--- src/rtl/sequenciador_envase.sv ---
// Bottling-line sequencer: moves each bottle through advance, fill, cork, inspect and exit.
// It also keeps the cork stock and the count of approved bottles in the current dozen.
module sequenciador_envase #(
    parameter int TIMEOUT_ENCHE = 16,
    parameter int TEMPO_VEDA    = 4,
    parameter int REPOR_QTD     = 20,
    parameter int ESTOQUE_INI   = 99
) (
    input  logic       clock,
    input  logic       reset_n,
    input  logic       tick,
    input  logic       start,
    input  logic       PG,
    input  logic       CH,
    input  logic       CQ,
    input  logic       repor,
    output logic       MOTOR,
    output logic       EV,
    output logic       VE,
    output logic       ALARME,
    output logic [2:0] estado,
    output logic [6:0] estoque,
    output logic [3:0] garrafas,
    output logic       duzia,
    output logic [1:0] causa_alarme
);

    typedef enum logic [2:0] {
        PARADO     = 3'd0,
        AVANCA     = 3'd1,
        ENCHE      = 3'd2,
        VEDA       = 3'd3,
        INSPECIONA = 3'd4,
        SAIDA      = 3'd5,
        EM_ALARME  = 3'd6
    } estado_t;

    localparam logic [7:0] TIMEOUT_LIM = 8'(TIMEOUT_ENCHE);
    localparam logic [7:0] VEDA_LIM    = 8'(TEMPO_VEDA);
    localparam logic [7:0] REPOR_INC   = 8'(REPOR_QTD);
    localparam logic [6:0] ESTOQUE_RST = 7'(ESTOQUE_INI);

    estado_t    estado_q, estado_d;
    logic [7:0] timer_q, timer_d;
    logic [6:0] estoque_q, estoque_d;
    logic [3:0] garrafas_q, garrafas_d;
    logic [1:0] causa_q, causa_d;
    logic       duzia_q, duzia_d;
    logic       motor_q, motor_d;
    logic       ev_q, ev_d;
    logic       ve_q, ve_d;
    logic       alarme_q, alarme_d;
    logic       consome;
    logic [7:0] estoque_soma;

    always_comb begin
        estado_d   = estado_q;
        timer_d    = timer_q;
        garrafas_d = garrafas_q;
        causa_d    = causa_q;
        duzia_d    = 1'b0;
        consome    = 1'b0;

        if (tick) begin
            case (estado_q)
                PARADO: begin
                    if (start) estado_d = AVANCA;
                end
                AVANCA: begin
                    if (!start) begin
                        estado_d = PARADO;
                    end else if (PG) begin
                        estado_d = ENCHE;
                        timer_d  = 8'd0;
                    end
                end
                ENCHE: begin
                    // A full bottle takes priority over the fill timeout on the same tick
                    if (CH) begin
                        if (estoque_q == 7'd0) begin
                            estado_d = EM_ALARME;
                            causa_d  = 2'b10;
                        end else begin
                            estado_d = VEDA;
                            timer_d  = 8'd0;
                            consome  = 1'b1;
                        end
                    end else begin
                        timer_d = timer_q + 8'd1;
                        if (timer_q + 8'd1 == TIMEOUT_LIM) begin
                            estado_d = EM_ALARME;
                            causa_d  = 2'b01;
                        end
                    end
                end
                VEDA: begin
                    timer_d = timer_q + 8'd1;
                    if (timer_q + 8'd1 == VEDA_LIM) estado_d = INSPECIONA;
                end
                INSPECIONA: begin
                    if (CQ) begin
                        if (garrafas_q == 4'd11) begin
                            garrafas_d = 4'd0;
                            duzia_d    = 1'b1;
                        end else begin
                            garrafas_d = garrafas_q + 4'd1;
                        end
                    end
                    estado_d = SAIDA;
                end
                SAIDA: begin
                    if (!PG) estado_d = start ? AVANCA : PARADO;
                end
                EM_ALARME: begin
                    if (!start) begin
                        estado_d = PARADO;
                        causa_d  = 2'b00;
                    end
                end
                default: estado_d = PARADO;
            endcase
        end

        // Refill is not tick-gated and can coincide with a cork being consumed
        estoque_soma = {1'b0, estoque_q} + (repor ? REPOR_INC : 8'd0) - (consome ? 8'd1 : 8'd0);
        estoque_d    = (estoque_soma > 8'd99) ? 7'd99 : estoque_soma[6:0];

        motor_d  = (estado_d == AVANCA) || (estado_d == SAIDA);
        ev_d     = (estado_d == ENCHE);
        ve_d     = (estado_d == VEDA);
        alarme_d = (estado_d == EM_ALARME);
    end

    always_ff @(posedge clock) begin
        if (!reset_n) begin
            estado_q   <= PARADO;
            timer_q    <= 8'd0;
            estoque_q  <= ESTOQUE_RST;
            garrafas_q <= 4'd0;
            causa_q    <= 2'b00;
            duzia_q    <= 1'b0;
            motor_q    <= 1'b0;
            ev_q       <= 1'b0;
            ve_q       <= 1'b0;
            alarme_q   <= 1'b0;
        end else begin
            estado_q   <= estado_d;
            timer_q    <= timer_d;
            estoque_q  <= estoque_d;
            garrafas_q <= garrafas_d;
            causa_q    <= causa_d;
            duzia_q    <= duzia_d;
            motor_q    <= motor_d;
            ev_q       <= ev_d;
            ve_q       <= ve_d;
            alarme_q   <= alarme_d;
        end
    end

    assign estado       = estado_q;
    assign estoque      = estoque_q;
    assign garrafas     = garrafas_q;
    assign causa_alarme = causa_q;
    assign duzia        = duzia_q;
    assign MOTOR        = motor_q;
    assign EV           = ev_q;
    assign VE           = ve_q;
    assign ALARME       = alarme_q;

endmodule

--- config.mk ---
export PLATFORM = sky130hd
export DESIGN_NAME = sequenciador_envase
export DESIGN_NICKNAME = d
export VERILOG_FILES = /design/src/rtl/sequenciador_envase.sv
export SDC_FILE = /design/constraint.sdc
export NUM_CORES = 1
export LEC_CHECK = 0
export CAP_MARGIN = 20
export CORE_UTILIZATION = 40
export DETAILED_ROUTE_END_ITERATION = 12
export MAX_ROUTING_LAYER = met4
export PLACE_DENSITY = 0.69
export SKIP_CTS_REPAIR_TIMING = 1
export SYNTH_ARGS = -nofsm -noshare
export SYNTH_HDL_FRONTEND = slang
export SYNTH_SLANG_ARGS = --single-unit
--- constraint.sdc ---
create_clock -name clock -period 7.05 [get_ports clock]
set_clock_uncertainty 0.05 [all_clocks]
set_input_delay 1.41 -clock clock [delete_from_list [all_inputs] [get_ports clock]]
set_output_delay 1.41 -clock clock [all_outputs]
set_load 0.02 [all_outputs]
# Word-level counts from Yosys, hierarchy flattened
# Cells that the tools add are included.
# totals
elab_cells	76
register_bits	29
input_bits	8
# classes
reduce_logical	10
n_lt_le_gt_ge	1
n_addsub	4
bitwise_logic	1
muxes	30
eq_ne	20
# ops
op	n
2-to-1 mux 8 bit	4
2-to-1 mux 3 bit	10
one-hot mux 8 bit (3 select lines)	1
one-hot mux 3 bit (7 select lines)	1
== test 3 bit, second input constant	5
== test 3 x 2 -> 1 bit, second input constant	4
AND reduction 5 bit	2
inequality test 3 bit, second input constant	3
adder 7 x 5 -> 8 bit	1
adder 8 x 1 -> 8 bit, second input constant	1
== test 8 x 3 -> 1 bit, second input constant	1
== test 8 x 5 -> 1 bit, second input constant	1
greater-than comparator 8 x 7 -> 1 bit, second input constant	1
2-to-1 mux 2 bit	4
subtractor 8 x 1 -> 8 bit	1
logical NOT 7 bit	1
2-to-1 mux 1 bit	7
== test 3 x 1 -> 1 bit, second input constant	2
inequality test 2 bit, second input constant	3
2-to-1 mux 5 bit	1
adder 4 x 1 -> 4 bit, second input constant	1
== test 4 bit, second input constant	1
2-to-1 mux 4 bit	1
one-hot mux 2 bit (2 select lines)	1
8 further kinds	8

# Depth between registers and ports, before layout
# Gate-level depths: netlist of run 1.
# logic_depth
ltp_word	9
depth_mapped	15

# Least setup slack after synthesis of run 1
# Ideal clock, no wire load.
# synth_timing
kind	input to register
start	input CH
end	register estoque_q[0] (netlist: estoque[0])
path_stages	14
path_buffers	1
setup_slack_ns	2.767
arrival_time_ns	4.101
required_time_ns	6.868
path_cell_list	nor4bb_1 o41ai_4 nor2_1 ha_1 inv_1 ha_1 inv_1 fa_1 nor2b_1 o31a_1 or3_1 and3_1 clkbuf_1 or3b_2
# synth_between
elab_chain_len	7
# synth_lines
element	line_no	rtl
from (decl)	14	input logic CH,
2-to-1 mux 1 bit (*)	79	if (CH) begin
2-to-1 mux 1 bit (*)	65	case (estado_q)
2-to-1 mux 1 bit (*)	64	if (tick) begin
2-to-1 mux 1 bit (*)	125	estoque_soma = {1'b0, estoque_q} + (repor ? REPOR_INC : 8'd0) - (consome ? 8'd1 : 8'd0);
subtractor 8 x 1 -> 8 bit (*)	125	
greater-than comparator 8 x 7 -> 1 bit	126	estoque_d = (estoque_soma > 8'd99) ? 7'd99 : estoque_soma[6:0];
OR reduction 2 bit (no source line)	--	
to (signal assigned)	149	estoque_q <= estoque_d;
to (decl)	45	logic [6:0] estoque_q, estoque_d;
# Mark *: on every way between the ends. The rest lies on a longest branch, timed or not.
# A chain may end at the register's enable or synchronous reset.

# Final worst setup path of run 1
# Same ends and word-level chain as after synthesis.

==> impl_results.md, run 1 <==
* Area leader, netlist: dfxtp_1
* Largest cells by area after synthesis: dfxtp_1 30%, ha_1 7.2%, a21oi_1 4.7%
* Tcrit/Tclk final at 66.7%
* Mapped Area at 1910 sq um
* Row count at 24
* First-pass GRT wire length at 7820 um
* Number of DRC markers in iteration 0 at 187
* Finished Cell Area at 2310 sq um
* Mux share of post-synthesis cell area at 0%
* Grt ovf at 0
* Max_cap viols at 0
* CTS tree: built
* CTS H-tree lvls at 2
* IO Pins at 29
* Fin crit period at 4700 ps
* Pwr dens at 221 nW/um^2
* Vias at 1784
* Worst-path cell chain: clkdlybuf4s50_1 > nor4bb_1 > o41ai_4 > nor2_1 > ha_1 > inv_1 > ha_1 > inv_1 > fa_1 > nor2b_1 > o31a_1 > or3_1 > and3_1 > or3b_2
* Clock-pin slew on the worst setup and hold paths at 60 ps
* # diodes at 0
* Largest family of logic cells by synthesized area: simple AND/OR/NAND/NOR gates
* DP Worst Slack at 2060 ps
* Share of post-route cells with drive strength above 1 at 7.49%
* Critical path endpoint category: flop
* Number of synthesized flops with an enable pin at 0
* Post-DRT Antenna Nets at 0
* Simple-gate share of the synthesized area at 29.8%
* GP Congestion at 0.809
* Vias in the first global route at 1658
* Status: finished, violations left
* Hold path endpoint: causa_alarme[0]$_SDFFE_PN0P_
* Worst rel slew slack at 56.0%
* Max Root-Sink Buffers at 2
* Die width at 71.1 um
* Placed instance area at 2220 sq um
* Synth top area share at 30.4%
* Core area at 4470 sq um
* Post-synthesis xor/xnor area fraction at 1.84%
* Vias per cell at 5.59
* Post-Synth Adder-Cell Area at 8.26%
* Worst hold stages at 2
* Fin. max-slew vios at 0
* RSZ-0062 raised after global routing: no
* Top-count cell post-synth: dfxtp_1
* Input/output buffers at 28
* CP Buf/Inv Count at 3
* Final WL at 4300 um
* Crit-path leading delay family: simple AND/OR/NAND/NOR gates
* Mapped Cells at 240
* Avg Inst Size Synth at 7.95 sq um
* DR pass1 iterations at 8
* Synth unique cells at 57
* VDD IR max at 0.0880 mV
* Final #Nets at 287
* Worst R2R End: estoque[0]$_SDFF_PP1_
* WL/cell at 13.5 um
* Synth Warn # at 0
* Total negative slack at 0 ps
* Hold_sp: causa_alarme[0]$_SDFFE_PN0P_
* Fin. Hold Viols at 0
* #FFs+latches synth at 29
* Failing checks: design-rule violations
* Syn nets at 260
* Most instantiated cells after synthesis: 29 x dfxtp_1, 24 x inv_1, 19 x nand2_1
* Initial Util at 42.6%
* Worst path arrival time at 4810 ps
* R2R depth at 13
* Initial antenna violation count at 0
* DP HPWL at 3160 um
* CTS root buffer: clkbuf_8
* Setup violations, final at 0
* Compound-Gate Fraction of Synth Area at 23.0%
* Async set or reset register ratio after synthesis at 0%
* Num CTS Buffers at 5
* # DRC at 4
* Layout area overhead at 20.9%
* Startpoint type of the worst setup path: primary input
* Clock sink count at 29
* Worst-Margin Slew at 657 ps
* Dpl cells at 312
* Crit path max fanout at 7
* Leak Pwr at 0.881 nW
* Slowest stage delay, CP at 520 ps
* Total GRT Usage at 20.2%
* WP data required at 7160 ps
* Seq/Total Area, Yosys at 30.4%
* Critical Path Stages at 14
* Fmax at 0.213 GHz
* Top_reg_cell synth: dfxtp_1
* Final WS setup at 2350 ps
* R2r startpoint: estado[1]$_SDFF_PN0_
* CP Class: in2reg
* Die area at 5050 sq um
* Clk_lat worst skew at 280 ps
* DIE HEIGHT at 71.1 um
* Reg2reg setup slack at 3340 ps
* Worst hold-check path type: reg2reg
* Slowest CP cell: clkdlybuf4s50_1
* Largest net degree at the start of global routing at 20
* Post-Layout Cell Count at 319
sequential cells by signal, indices dropped and copies added (netlist names):
| register | flops |
|---|---|
| VE | 1 |
| garrafas | 4 |
| estado | 3 |
| timer_q | 8 |
| duzia | 1 |
| EV | 1 |
| ALARME | 1 |
| MOTOR | 1 |
| causa_alarme | 2 |
| estoque | 7 |
metrics by stage:
stage	power, mW	hold slack (ps)	utilization [%]
global placement	0.369	424	49.6
detailed placement	0.371	425	49.6
finish	0.509	428	51.5
floorplan	0.324	420	-
CTS	0.510	434	51.5
global route	0.543	478	51.5
final cells by class:
cell class | instances | area, sq um
clock buffers | 7 | 86.3
fillers | 450 | 2170
inverters | 25 | 93.8
multi-input cells | 178 | 1200
flip-flops and latches | 29 | 581
well taps | 52 | 65.1
repair buffers | 28 | 280
tightest hold or removal path, cell delays in order, from the launching register on:
cell and delay (ps):
dfxtp_1 310, nand2_1 50, o21ai_0 70
where the power goes:
part	internal (mW)	switching, mW	leakage (nW)
Combinational	0.0845	0.0991	0.601
Clock	0.0773	0.0614	0.0443
Sequential	0.174	0.0129	0.235
Total	0.336	0.173	0.881
cell families (layout without fill, tap and decap cells):
logic type	Yosys count	count (layout)
AOI/OAI and AO/OA	62	62
xor gates and xnor gates	4	4
adders and majority gates	12	12
buffers and inverters	33	60
DFF	29	29
and+or+nand+nor	100	100
cell usage in the layout (no fill, tap or decap), types with 3 or more instances in the layout:
cell type        count
dfxtp_1             29
nor4_1               3
inv_1               24
nand4_1              3
o21ai_0             13
nand2_1             19
nor2b_1              6
a31oi_1              4
a211oi_1             3
o21a_1               4
clkdlybuf4s50_1     28
nor3_1              10
nor2_1              16
xor2_1               3
ha_1                11
clkbuf_8             6
nor3b_1              3
or3_1               10
nand3_1              7
a21oi_1             18
worst max-delay path by stage:
stage | start | to | slack (ps)
6_report | CH | estoque[0]$_SDFF_PP1_ | 2350
5_1_grt | CH | estoque[0]$_SDFF_PP1_ | 2220
4_1_cts | CH | estoque[0]$_SDFF_PP1_ | 2360
3_5_place_dp | CH | estoque[0]$_SDFF_PP1_ | 2060
3_3_place_gp | CH | estoque[0]$_SDFF_PP1_ | 2090
2_1_floorplan | CH | estoque[0]$_SDFF_PP1_ | 2770
layer usage:
layer | share of wire [%] | track usage, %
met1 | 51 | 28.4
met2 | 43 | 29.0
met3 | 4.4 | 4.27
met4 | 1.2 | 6.00
met5 | 0 | -
No activity file was read; power rests on OpenSTA's default activity.
==> run 2, diff against run 1 <==
Settings changed: PLACE_DENSITY 0.69 to 0.71.
Clock period 7.05 ns to 4 ns, I/O delays scaled along.
==> impl_results.md, run 2 (synthesis results as in run 1) <==
* Tcrit/Tclk final at 92.0%
* Layout area overhead at 24.8%
* Final #Nets at 297 (+3.5%)
* # DRC at 2 (-2)
* R2R depth at 13 (unchanged)
* Vias in the first global route at 1682 (+1.4%)
* DIE HEIGHT at 71.1 um (unchanged)
* Core area at 4470 sq um (unchanged)
* Max reg flops at 8 (unchanged)
* Crit path max fanout at 3 (-4)
* Grt ovf at 0 (unchanged)
* RSZ-0062 raised after global routing: no
* DR pass1 iterations at 11 (+3)
* Hold_sp: causa_alarme[0]$_SDFFE_PN0P_
* Vias per cell at 5.56 (-0.54%)
* FILL cells at 438 (-2.7%)
* Commonest cells after routing, fill and taps aside: 29 x dfxtp_1, 28 x clkdlybuf4s50_1, 24 x inv_1
* Clk_lat worst skew at 270 ps (about the same)
* VDD IR max at 0.188 mV (+110%)
* Max Root-Sink Buffers at 2 (unchanged)
* Total negative slack at 0 ps (unchanged)
* CP Class: in2reg
* Fmax at 0.272 GHz
* Worst-Margin Slew at 666 ps (+9.63 ps)
* Pwr dens at 387 nW/um^2 (+75%)
* Failing checks: design-rule violations
* DP HPWL at 3220 um (+2.1%)
* Startpoint type of the worst setup path: primary input
* Num CTS Buffers at 5 (unchanged)
* Clock-pin slew on the worst setup and hold paths at 60 ps (about the same)
* Max_cap viols at 0 (unchanged)
* CTS H-tree lvls at 2 (unchanged)
* Die width at 71.1 um (unchanged)
* Largest net degree at the start of global routing at 19 (-5.0%)
* Vias at 1830 (+2.6%)
* Reg2reg setup slack at 700 ps (-2640 ps)
* Initial Util at 42.6% (unchanged)
* First-pass GRT wire length at 7410 um (-5.3%)
* Worst rel slew slack at 55.4% (-0.65 points)
* Post-DRT Antenna Nets at 0 (unchanged)
* Critical path endpoint category: flop
* Fin crit period at 3680 ps
* Row count at 24 (unchanged)
* Most common cell after layout, fill and taps aside: dfxtp_1
* # diodes at 0 (unchanged)
* Slowest stage delay, CP at 500 ps (-20 ps)
* WL/cell at 13.1 um (-2.7%)
* Share of post-route cells with drive strength above 1 at 10.8% (+3.3 points)
* Total GRT Usage at 18.8% (-1.4 points)
* IO Pins at 29 (unchanged)
* Initial antenna violation count at 0 (unchanged)
* Number of DRC markers in iteration 0 at 116 (-38%)
* Final WL at 4320 um (+0.30%)
* Worst hold-check path type: reg2reg
* WP data required at 4100 ps (-3060 ps)
* Worst path arrival time at 3780 ps (-1030 ps)
* Clock sink count at 29 (unchanged)
* Worst hold stages at 2 (unchanged)
* Worst R2R End: estoque[0]$_SDFF_PP1_
* Leak Pwr at 0.931 nW (+5.7%)
* Slowest CP cell: clkdlybuf4s50_1
* Hold path endpoint: causa_alarme[0]$_SDFFE_PN0P_
* CTS root buffer: clkbuf_8
* CTS tree: built
* Worst-path cell chain: clkdlybuf4s50_1 > nor4bb_1 > buf_4 > o41ai_4 > nor2_1 > ha_1 > inv_1 > ha_1 > inv_1 > fa_1 > nor2b_1 > o31a_1 > or3_1 > and3_1 > or3b_2
* Status: finished, violations left
* R2r startpoint: estoque[5]$_SDFF_PP1_
* Setup violations, final at 0 (unchanged)
* Hold WS at 433 ps (+4.51 ps)
* Fin. max-slew vios at 0 (unchanged)
* Die area at 5050 sq um (unchanged)
* GP Congestion at 0.822 (+1.6%)
* Reg with most FFs: timer_q
* Fin. Hold Viols at 0 (unchanged)
* Input/output buffers at 28 (unchanged)
[run 2: final cells by class]
type                            count  area [sq um]  share of cell area, %
Timing Repair Buffer               38           355                   14.9
Clock buffer                        7          86.3                   3.63
Sequential cell                    29           581                   24.4
Tap cell                           52          65.1                   2.73
Multi-Input combinational cell    178          1200                   50.4
Inverter                           25          93.8                   3.94
[run 2: per-layer routing]
layer	vias to the layer above	track usage [%]	share of wire (%)
met3	4	3.99	5.1
met2	46	29.4	44
met1	840	25.0	50
met5	-	-	0
li1	940	-	-
met4	0	4.44	0.79
[run 2: worst max path at each step]
stage                     from               endpoint  slack [ps]  depth (start not counted)
final                       CH  estoque[0]$_SDFF_PP1_         320                         15
after floorplan             CH  estoque[0]$_SDFF_PP1_         330                         14
after global placement      CH  estoque[0]$_SDFF_PP1_          90                         15
after detailed placement    CH  estoque[0]$_SDFF_PP1_          30                         15
after global routing        CH  estoque[0]$_SDFF_PP1_         120                         15
after CTS                   CH  estoque[0]$_SDFF_PP1_         320                         15
[run 2: worst max-delay path, delay by kind of cell]
| kind | cells | cell delay [ps] |
|---|---|---|
| buf+inv | 4 | 780 |
| simple gates | 6 | 1340 |
| fa+ha+maj | 3 | 530 |
| compound gates | 2 | 330 |
[run 2: through the flow]
step           worst slack, ps  cell area (sq um)  utilization [%]  total power [mW]  cells
3_3_place_gp              88.7               2290             51.3             0.678    322
4_1_cts                    319               2380             53.2             0.925    329
2_1_floorplan              327               1910                -             0.570    240
6_report                   321               2380             53.2             0.922    329
3_5_place_dp              28.6               2290             51.3             0.682    322
5_1_grt                    123               2380             53.2             0.980    329
[run 2: power breakdown]
part | leakage (nW) | switching, mW | internal (mW)
clock | 0.0443 | 0.106 | 0.136
sequential | 0.235 | 0.0161 | 0.307
combinational | 0.651 | 0.184 | 0.173
